`src/rtl/pattern_count_engine.sv`:
```
`default_nettype none
// +----------------------------------------------------------------------------+
// | Module  : pattern_count_engine                                             |
// | Brief   : Counts 5-bit pattern matches (in-byte and crossing-stream) over  |
// |           a byte string in data memory and writes three counts back.       |
// | Revision: 1.0                                                              |
// +----------------------------------------------------------------------------+
module pattern_count_engine #(
    parameter int NUM_BYTES = 32,
    parameter int PAT_ADDR  = 32,
    parameter int RES_ADDR  = 33,
    parameter int AW        = 8
) (
    input  logic          clk,
    input  logic          reset,
    input  logic          start,
    output logic          done,
    output logic          busy,
    output logic [AW-1:0] mem_addr,
    input  logic [7:0]    mem_rd_data,
    output logic          mem_wr_en,
    output logic [7:0]    mem_wr_data
);

    localparam logic [2:0] c_st_idle     = 3'd0;
    localparam logic [2:0] c_st_load_pat = 3'd1;
    localparam logic [2:0] c_st_scan     = 3'd2;
    localparam logic [2:0] c_st_wr_b     = 3'd3;
    localparam logic [2:0] c_st_wr_o     = 3'd4;
    localparam logic [2:0] c_st_wr_s     = 3'd5;
    localparam logic [2:0] c_st_done     = 3'd6;

    localparam logic [5:0] c_last_idx = 6'(NUM_BYTES - 1);

    logic [2:0]    r_state;
    logic [4:0]    r_pat;
    logic [7:0]    r_ctb;
    logic [7:0]    r_cto;
    logic [7:0]    r_cts;
    logic [3:0]    r_hist;
    logic [5:0]    r_idx;
    logic          r_done;
    logic          r_busy;
    logic [AW-1:0] r_mem_addr;
    logic          r_mem_wr_en;
    logic [7:0]    r_mem_wr_data;

    logic [11:0]   w_x;
    logic [2:0]    w_byte_cnt;
    logic [3:0]    w_cross_cnt;
    logic [7:0]    w_ctb_next;
    logic [7:0]    w_cto_next;
    logic [7:0]    w_cts_next;

    // The previous byte's low nibble extends the stream so windows can straddle
    // byte boundaries; on the first byte there is no history, so only the four
    // windows lying wholly inside the byte are counted.
    always_comb begin
        w_x         = {r_hist, mem_rd_data};
        w_byte_cnt  = 3'd0;
        w_cross_cnt = 4'd0;
        for (int k = 0; k < 4; k++) begin
            if (mem_rd_data[k +: 5] == r_pat) begin
                w_byte_cnt = w_byte_cnt + 3'd1;
            end
        end
        for (int k = 0; k < 8; k++) begin
            if (((r_idx != 6'd0) || (k >= 4)) && (w_x[11-k -: 5] == r_pat)) begin
                w_cross_cnt = w_cross_cnt + 4'd1;
            end
        end
        w_ctb_next = r_ctb + {5'd0, w_byte_cnt};
        w_cto_next = r_cto + {7'd0, (w_byte_cnt != 3'd0)};
        w_cts_next = r_cts + {4'd0, w_cross_cnt};
    end

    always_ff @(posedge clk) begin
        if (reset) begin
            r_state       <= c_st_idle;
            r_pat         <= 5'd0;
            r_ctb         <= 8'd0;
            r_cto         <= 8'd0;
            r_cts         <= 8'd0;
            r_hist        <= 4'd0;
            r_idx         <= 6'd0;
            r_done        <= 1'b0;
            r_busy        <= 1'b0;
            r_mem_addr    <= '0;
            r_mem_wr_en   <= 1'b0;
            r_mem_wr_data <= 8'd0;
        end else begin
            case (r_state)
                c_st_idle, c_st_done: begin
                    if (start) begin
                        r_state    <= c_st_load_pat;
                        r_done     <= 1'b0;
                        r_busy     <= 1'b1;
                        r_mem_addr <= AW'(PAT_ADDR);
                        r_ctb      <= 8'd0;
                        r_cto      <= 8'd0;
                        r_cts      <= 8'd0;
                        r_hist     <= 4'd0;
                        r_idx      <= 6'd0;
                    end
                end
                c_st_load_pat: begin
                    r_pat      <= mem_rd_data[7:3];
                    r_mem_addr <= '0;
                    r_state    <= c_st_scan;
                end
                c_st_scan: begin
                    r_ctb  <= w_ctb_next;
                    r_cto  <= w_cto_next;
                    r_cts  <= w_cts_next;
                    r_hist <= mem_rd_data[3:0];
                    if (r_idx == c_last_idx) begin
                        // Last byte: the first result write uses the just-updated count.
                        r_state       <= c_st_wr_b;
                        r_mem_addr    <= AW'(RES_ADDR);
                        r_mem_wr_en   <= 1'b1;
                        r_mem_wr_data <= w_ctb_next;
                    end else begin
                        r_idx      <= r_idx + 6'd1;
                        r_mem_addr <= AW'(r_idx + 6'd1);
                    end
                end
                c_st_wr_b: begin
                    r_state       <= c_st_wr_o;
                    r_mem_addr    <= AW'(RES_ADDR + 1);
                    r_mem_wr_data <= r_cto;
                end
                c_st_wr_o: begin
                    r_state       <= c_st_wr_s;
                    r_mem_addr    <= AW'(RES_ADDR + 2);
                    r_mem_wr_data <= r_cts;
                end
                c_st_wr_s: begin
                    r_state       <= c_st_done;
                    r_mem_addr    <= '0;
                    r_mem_wr_en   <= 1'b0;
                    r_mem_wr_data <= 8'd0;
                    r_busy        <= 1'b0;
                    r_done        <= 1'b1;
                end
                default: begin
                    r_state     <= c_st_idle;
                    r_busy      <= 1'b0;
                    r_done      <= 1'b0;
                    r_mem_addr  <= '0;
                    r_mem_wr_en <= 1'b0;
                end
            endcase
        end
    end

    assign done        = r_done;
    assign busy        = r_busy;
    assign mem_addr    = r_mem_addr;
    assign mem_wr_en   = r_mem_wr_en;
    assign mem_wr_data = r_mem_wr_data;

endmodule
`default_nettype wire
```
`config.mk`:
```
export PLATFORM = sky130hd
export DESIGN_NAME = pattern_count_engine
export DESIGN_NICKNAME = d
export VERILOG_FILES = /design/src/rtl/pattern_count_engine.sv
export SDC_FILE = /design/constraint.sdc
export NUM_CORES = 1
export LEC_CHECK = 0
export BUFFER_PORTS_ARGS = -buffer_cell sky130_fd_sc_hd__buf_4
export CORE_UTILIZATION = 25
export CTS_BUF_LIST = sky130_fd_sc_hd__clkbuf_8
export CTS_CLUSTER_DIAMETER = 150
export CTS_CLUSTER_SIZE = 20
export DETAILED_ROUTE_END_ITERATION = 10
export GPL_TIMING_DRIVEN = 0
export SETUP_SLACK_MARGIN = 0.2
export SLEW_MARGIN = 20
export SYNTH_ARGS = -nofsm -noshare
export SYNTH_HDL_FRONTEND = slang
export SYNTH_SLANG_ARGS = --single-unit
```
`constraint.sdc`:
```
create_clock -name clk -period 6.8 [get_ports clk]
set_clock_uncertainty 0.1 [all_clocks]
set_input_delay 2.04 -clock clk [delete_from_list [all_inputs] [get_ports clk]]
set_output_delay 2.04 -clock clk [all_outputs]
set_load 0.01 [all_outputs]
```
==> impl_metrics.toml, run 1 <==
[status]
status = "finished clean"

[route]
wl_um = 10800
viasPerCell = 4.68
ant_nets = 0
drtPass1Iterations = 4
drc = 0
initialDrtViolationCount = 253
num_vias = 3825
wl_per_cell_um = 13.2

[placed_design]
placed_cell_area_um2 = 4940
place_hpwl_um = 8010
portBuffers = 22
place_congestion = 0.779
pre_cts_ws_ns = -0.321

[logic_synthesis]
ys_seq_elements = 60
async_reset_ff_share_pct = 0
synth_area_leaders = "dfxtp_1 (27%), xnor2_1 (7.2%), ha_1 (6.8%), xor2_1 (6.6%), nor2_1 (6.2%)"
syn_inst = 541
syn_area_per_cell_um2 = 8.13
yosysWarnings = 0
synth.distinct_cells = 62
ys_seq_area_share_pct = 27.3
synth_largest_area_cell = "dfxtp_1"
syn-num-nets = 578
synth_area_um2 = 4400
synth-main-ff-cell = "dfxtp_1"
synth_edf_count = 0
yosysTopAreaCellShare_pct = 27.3

[worst_hold_path]
hold_class = "flip-flop to flip-flop"

[finish]
layout-drive-gt1-share_pct = 19.4
nets = 626
antennaDiodeCount = 0
area_growth_pct = 20.6
fin_util_pct = 30.8
postLayoutCellArea_um2 = 5310
n_fill_cell = 1833

[global_route]
grt-ovfl-total = 0
grt_max_degree = 11
track_usage_pct = 12.5
grt_pass1_wl_um = 17900
grt_pass1_vias = 3467
antenna_found_initial = 0

[power_and_ir_drop]
peakVddDrop_uv = 91.0
leakage_nw = 2.06
power_mw = 1.47
powerDensity_nw_per_um2 = 277

[timing]
final.min_clock_period_ns = 6.62
rsz0062_at_grt = "true"
layout_setup_ws_ns = 0.175
fmax_ghz = 0.151
setup_viol = 0
slew_headroom_pct = 41.9
fin_tns_setup_ns = 0
drv_slew = 0
worst_pin_slew_ns = 0.864
fin_crit_sh_pct = 97.4
finalHoldViolCount = 0

[die]
ioPinCount = 30
start_util_pct = 25.5
dieArea_um2 = 18100
fp.dieW_um = 135
core-area_um2 = 17200
fp.dieH_um = 135
num_rows = 48

[clocking]
h-tree-depth = 3
insertion_delay_ns = 0.34
cts_tree = "built"
numClockSinks = 60
cts_hold_buf = 0
cts_buffers = 9
clk_path_buf_depth = 2
root_buffer = "clkbuf_8"
clk_pin_slew_ns = 0.06

[run]
maxCapViolCount = 0

[setup_path]
critPathLaunchType = "input port"
critPathArrivalTime_ns = 6.81
cp_max_fo = 6
critical_path_class = "input port to flip-flop"
cp.required_ns = 6.98
endpoint_kind = "flip-flop"
==> per-stage QoR <==
step / instances / hold WS, ns
after floorplan: 541 / 0.352
after global placement: 788 / 0.353
after detailed placement: 788 / 0.363
after CTS: 805 / 0.374
after global routing: 818 / 0.393
final: 818 / 0.367
==> final cells by class <==
class                           count  area, µm²  area share [%]
Tap cell                          225        282            5.31
Inverter                           21       81.3            1.53
Clock inverter                      6       26.3           0.495
Multi-Input combinational cell    421       3060            57.7
Sequential cell                    60       1200            22.6
Timing Repair Buffer               37        282            5.31
Buffer                             39        248            4.67
Clock buffer                        9        124            2.33
==> final timing paths <==
path	from	endpoint	cells after the start	slack (ns)
worst min-delay path	busy$_SDFFE_PP0P_	busy$_SDFFE_PP0P_	2	0.37
worst min register to register	busy$_SDFFE_PP0P_	busy$_SDFFE_PP0P_	2	0.37
worst max register to register	r_idx[0]$_SDFFE_PP0P_	r_cts[7]$_SDFFE_PP0P_	30	0.75
worst max-delay path	mem_rd_data[7]	r_cts[7]$_SDFFE_PP0P_	27	0.18
==> placed cells by master, fill, tap and decap left out, types with 3 or more instances in the layout <==
master,n
a211oi_1,9
a21o_1,3
a21oi_1,28
a21oi_2,5
a221oi_1,8
a22oi_1,7
a311oi_1,4
a31oi_1,7
and3_1,5
buf_2,3
buf_4,41
buf_6,5
clkbuf_1,22
clkbuf_8,10
clkinv_2,3
dfxtp_1,60
ha_1,20
inv_1,22
mux2_4,3
mux2i_1,6
nand2_1,39
nand2b_1,4
nand3_1,31
nand4_1,6
nor2_1,73
nor2b_1,4
nor3_1,13
nor4_1,5
o21a_1,5
o21ai_0,11
or3_1,4
xnor2_1,33
xnor2_2,6
xor2_1,31
==> power by group <==
| group | internal [mW] | switching (mW) |
|---|---|---|
| Clock | 0.124 | 0.132 |
| Sequential | 0.402 | 0.0325 |
| Combinational | 0.313 | 0.466 |
==> synthesized netlist by cell type, drive strengths merged, types with 4 or more instances <==
library cell / instances
a211oi: 9
a21oi: 33
a221oi: 9
a22oi: 8
a311oi: 4
a31oi: 8
and3: 6
buf: 15
clkbuf: 24
dfxtp: 60
ha: 24
inv: 21
mux2: 5
mux2i: 7
nand2: 40
nand2b: 4
nand3: 33
nand4: 6
nor2: 73
nor2b: 4
nor3: 16
nor4: 7
o21a: 5
o21ai: 13
or2: 4
or3: 5
xnor2: 40
xor2: 33
==> metal layers <==
layer	vias to the layer above	GRT usage [%]	share of wire, %
met5	-	0	0
met4	0	3.93	1.7
met3	16	2.40	3.6
met2	62	19.9	46
met1	1776	17.1	49
li1	1971	-	-
==> flip-flops by register name (all words and copies together), names as in the netlist <==
| register | cells |
|---|---|
| busy | 1 |
| done | 1 |
| mem_addr | 7 |
| mem_wr_data | 8 |
| mem_wr_en | 1 |
| r_ctb | 8 |
| r_cto | 8 |
| r_cts | 8 |
| r_hist | 4 |
| r_idx | 6 |
| r_pat | 5 |
| r_state | 3 |
==> cells by family after synthesis <==
family	synth area share, %
adders and majority gates	7.96
other	0.0852
buffers and inverters	6.68
AOI/OAI and AO/OA	16.3
muxes	3.16
and+or+nand+nor	22.1
DFF	27.3
xor gates and xnor gates	16.4
==> repair_timing <==
action / 4_1_cts / 5_1_grt
pin swaps: 4 / 22
gates resized for setup: 2 / 18
endpoints found under the hold margin: 0 / 0
buffers inserted: 2 / 13
gates cloned: 0 / 0
setup endpoints to repair: 3 / 6
==> worst max-delay path, cell delays in order <==
cell	delay, ns
buf_12	0.12
xnor2_2	0.12
and3_4	0.18
buf_4	0.14
ha_1	0.21
nor2_1	0.12
a21oi_2	0.06
ha_1	0.31
nor4_4	0.31
a31oi_4	0.08
xor2_1	0.16
mux2_4	0.27
mux2_4	0.28
ha_4	0.28
inv_4	0.03
a221oi_4	0.27
ha_2	0.21
nand2_1	0.05
xnor2_1	0.13
xnor2_1	0.13
ha_1	0.35
a21oi_2	0.18
nor2b_1	0.06
o21a_1	0.21
nand4_1	0.11
mux2_4	0.30
nor2_1	0.07
No activity file was read; power rests on OpenSTA's default activity.
==> run 2, diff against run 1 <==
--- a/config.mk
+++ b/config.mk
@@ -6,6 +6,7 @@
 export NUM_CORES = 1
 export LEC_CHECK = 0
 export BUFFER_PORTS_ARGS = -buffer_cell sky130_fd_sc_hd__buf_4
+export CORE_MARGIN = 1.5
 export CORE_UTILIZATION = 25
 export CTS_BUF_LIST = sky130_fd_sc_hd__clkbuf_8
 export CTS_CLUSTER_DIAMETER = 150
==> run 2 against run 1 <==
Against the previous run:
- die area is 1.5% higher
- sequential share of layout area is 0.34 points lower
- maximum frequency is 1.2% higher
- global-route usage is 0.067 points lower
- utilization is 0.47 points higher
- worst setup slack better by 0.080 ns
- combinational power hardly changed
- sequential cell count stayed put
- critical path type unchanged
- critical endpoint unchanged
==> impl_metrics.toml, run 2 (synthesis results as in run 1) <==
[setup_path]
cpMostUsedCell = "mux2_4"
critical-path-max-stage-delay_ns = 0.34
critical_path_class = "input port to flip-flop"
slowest_stage = "ha_1"
critPathLaunchType = "input port"
critPathArrivalTime_ns = 6.72
endpoint_kind = "flip-flop"
cp_max_fo = 4
cp.required_ns = 6.98

[finish]
area_growth_pct = 22.4
nets = 628
n_fill_cell = 1834
layout-drive-gt1-share_pct = 20.9
final_common_cell = "nor2_1"
final_cell_mix = "nor2_1 (72), dfxtp_1 (60), buf_4 (42), nand2_1 (38), xnor2_1 (32)"
antennaDiodeCount = 0
fin_util_pct = 31.3

[global_route]
antenna_found_initial = 0
track_usage_pct = 12.5
grt_max_degree = 11
grt_pass1_vias = 3613
grt_pass1_wl_um = 18100
grt-ovfl-total = 0

[timing]
final.min_clock_period_ns = 6.55
rsz0062_at_grt = "true"
worst_pin_slew_ns = 0.935
slew_headroom_pct = 37.2
fin_crit_sh_pct = 96.3
setup_viol = 0
fmax_ghz = 0.153
drv_slew = 0
finalHoldViolCount = 0

[clocking]
numClockSinks = 60
cts_buffers = 9
insertion_delay_ns = 0.35
cts_tree = "built"
clk_path_buf_depth = 2
cts_hold_buf = 0
root_buffer = "clkbuf_8"
clk_pin_slew_ns = 0.07
h-tree-depth = 3

[power_and_ir_drop]
powerDensity_nw_per_um2 = 275
p_int_mw = 0.848
sw_frac_of_total_pct = 42.7
leakage_nw = 2.07
power.switching_mw = 0.632
peakVddDrop_uv = 84.4
power_frac_comb_pct = 52.7
seq_power_share_pct = 29.3
power_mw = 1.48
power_frac_clock_pct = 18.0

[die]
fp.dieW_um = 136
ioPinCount = 30
dieArea_um2 = 18400
start_util_pct = 25.5
fp.dieH_um = 136
core-area_um2 = 17200
num_rows = 48

[placed_design]
place_congestion = 0.780
place_hpwl_um = 8070
portBuffers = 22

[route]
drtPass1Iterations = 4
drc = 0
initialDrtViolationCount = 262
viasPerCell = 4.70
num_vias = 3846
wl_per_cell_um = 13.4
ant_nets = 0
wl_um = 11000

[run]
maxCapViolCount = 0

[worst_hold_path]
hold_class = "flip-flop to flip-flop"

[status]
status = "finished clean"
run 2: layer usage:
metal	routed length [µm]	GRT usage, %	up-vias
met2	5020	19.9	82
li1	-	-	1968
met3	422	2.92	16
met5	0	0	-
met1	5370	16.5	1780
met4	167	4.12	0
run 2: cell type report:
class	count	area [µm²]	share of cell area, %
inverters	21	81.3	1.51
clock inverters	4	18.8	0.348
well taps	225	282	5.23
clock buffers	10	138	2.56
flip-flops and latches	60	1200	22.3
multi-input cells	421	3110	57.7
repair buffers	39	309	5.74
plain buffers	39	246	4.58
run 2: path summary, 6_finish.rpt:
kind | from | to | slack (ns) | depth (start not counted)
max reg2reg | r_idx[0]$_SDFFE_PP0P_ | r_cts[7]$_SDFFE_PP0P_ | 0.84 | 28
min | busy$_SDFFE_PP0P_ | busy$_SDFFE_PP0P_ | 0.36 | 2
max | mem_rd_data[5] | r_cts[7]$_SDFFE_PP0P_ | 0.25 | 26
min reg2reg | busy$_SDFFE_PP0P_ | busy$_SDFFE_PP0P_ | 0.36 | 2
run 2: worst max-delay path, delay by kind of cell:
family	cells	cell delay, ns
adders and majority gates	4	1.07
and+or+nand+nor	7	1.00
muxes	3	0.87
xor gates and xnor gates	5	0.71
AOI/OAI and AO/OA	4	0.71
buffers and inverters	3	0.29
run 2: repair_timing:
item / CTS / global route
setup endpoints to repair: 3 / 6
resized for setup: 8 / 18
gates cloned: 0 / 0
pin swaps: 11 / 18
setup buffers: 9 / 8
run 2: stage by stage:
step / cells / instance area [µm²] / hold slack, ns / setup slack [ns] / setup TNS [ns]
6_report: 819 / 5390 / 0.363 / 0.255 / 0
5_1_grt: 819 / 5390 / 0.404 / -0.0144 / -0.0144
4_1_cts: 811 / 5220 / 0.373 / 0.172 / 0
3_5_place_dp: 788 / 4940 / 0.362 / -0.302 / -0.842
3_3_place_gp: 788 / 4930 / 0.351 / -0.256 / -0.681
2_1_floorplan: 541 / 4480 / 0.352 / 0.0341 / 0
run 2: power by group through the flow:
stage | Clock [mW] | Sequential (mW) | Combinational (mW)
2_1_floorplan | 0 | 0.449 | 0.532
3_3_place_gp | 0 | 0.440 | 0.726
3_5_place_dp | 0 | 0.443 | 0.729
4_1_cts | 0.278 | 0.435 | 0.753
5_1_grt | 0.292 | 0.442 | 0.875
6_report | 0.267 | 0.434 | 0.780
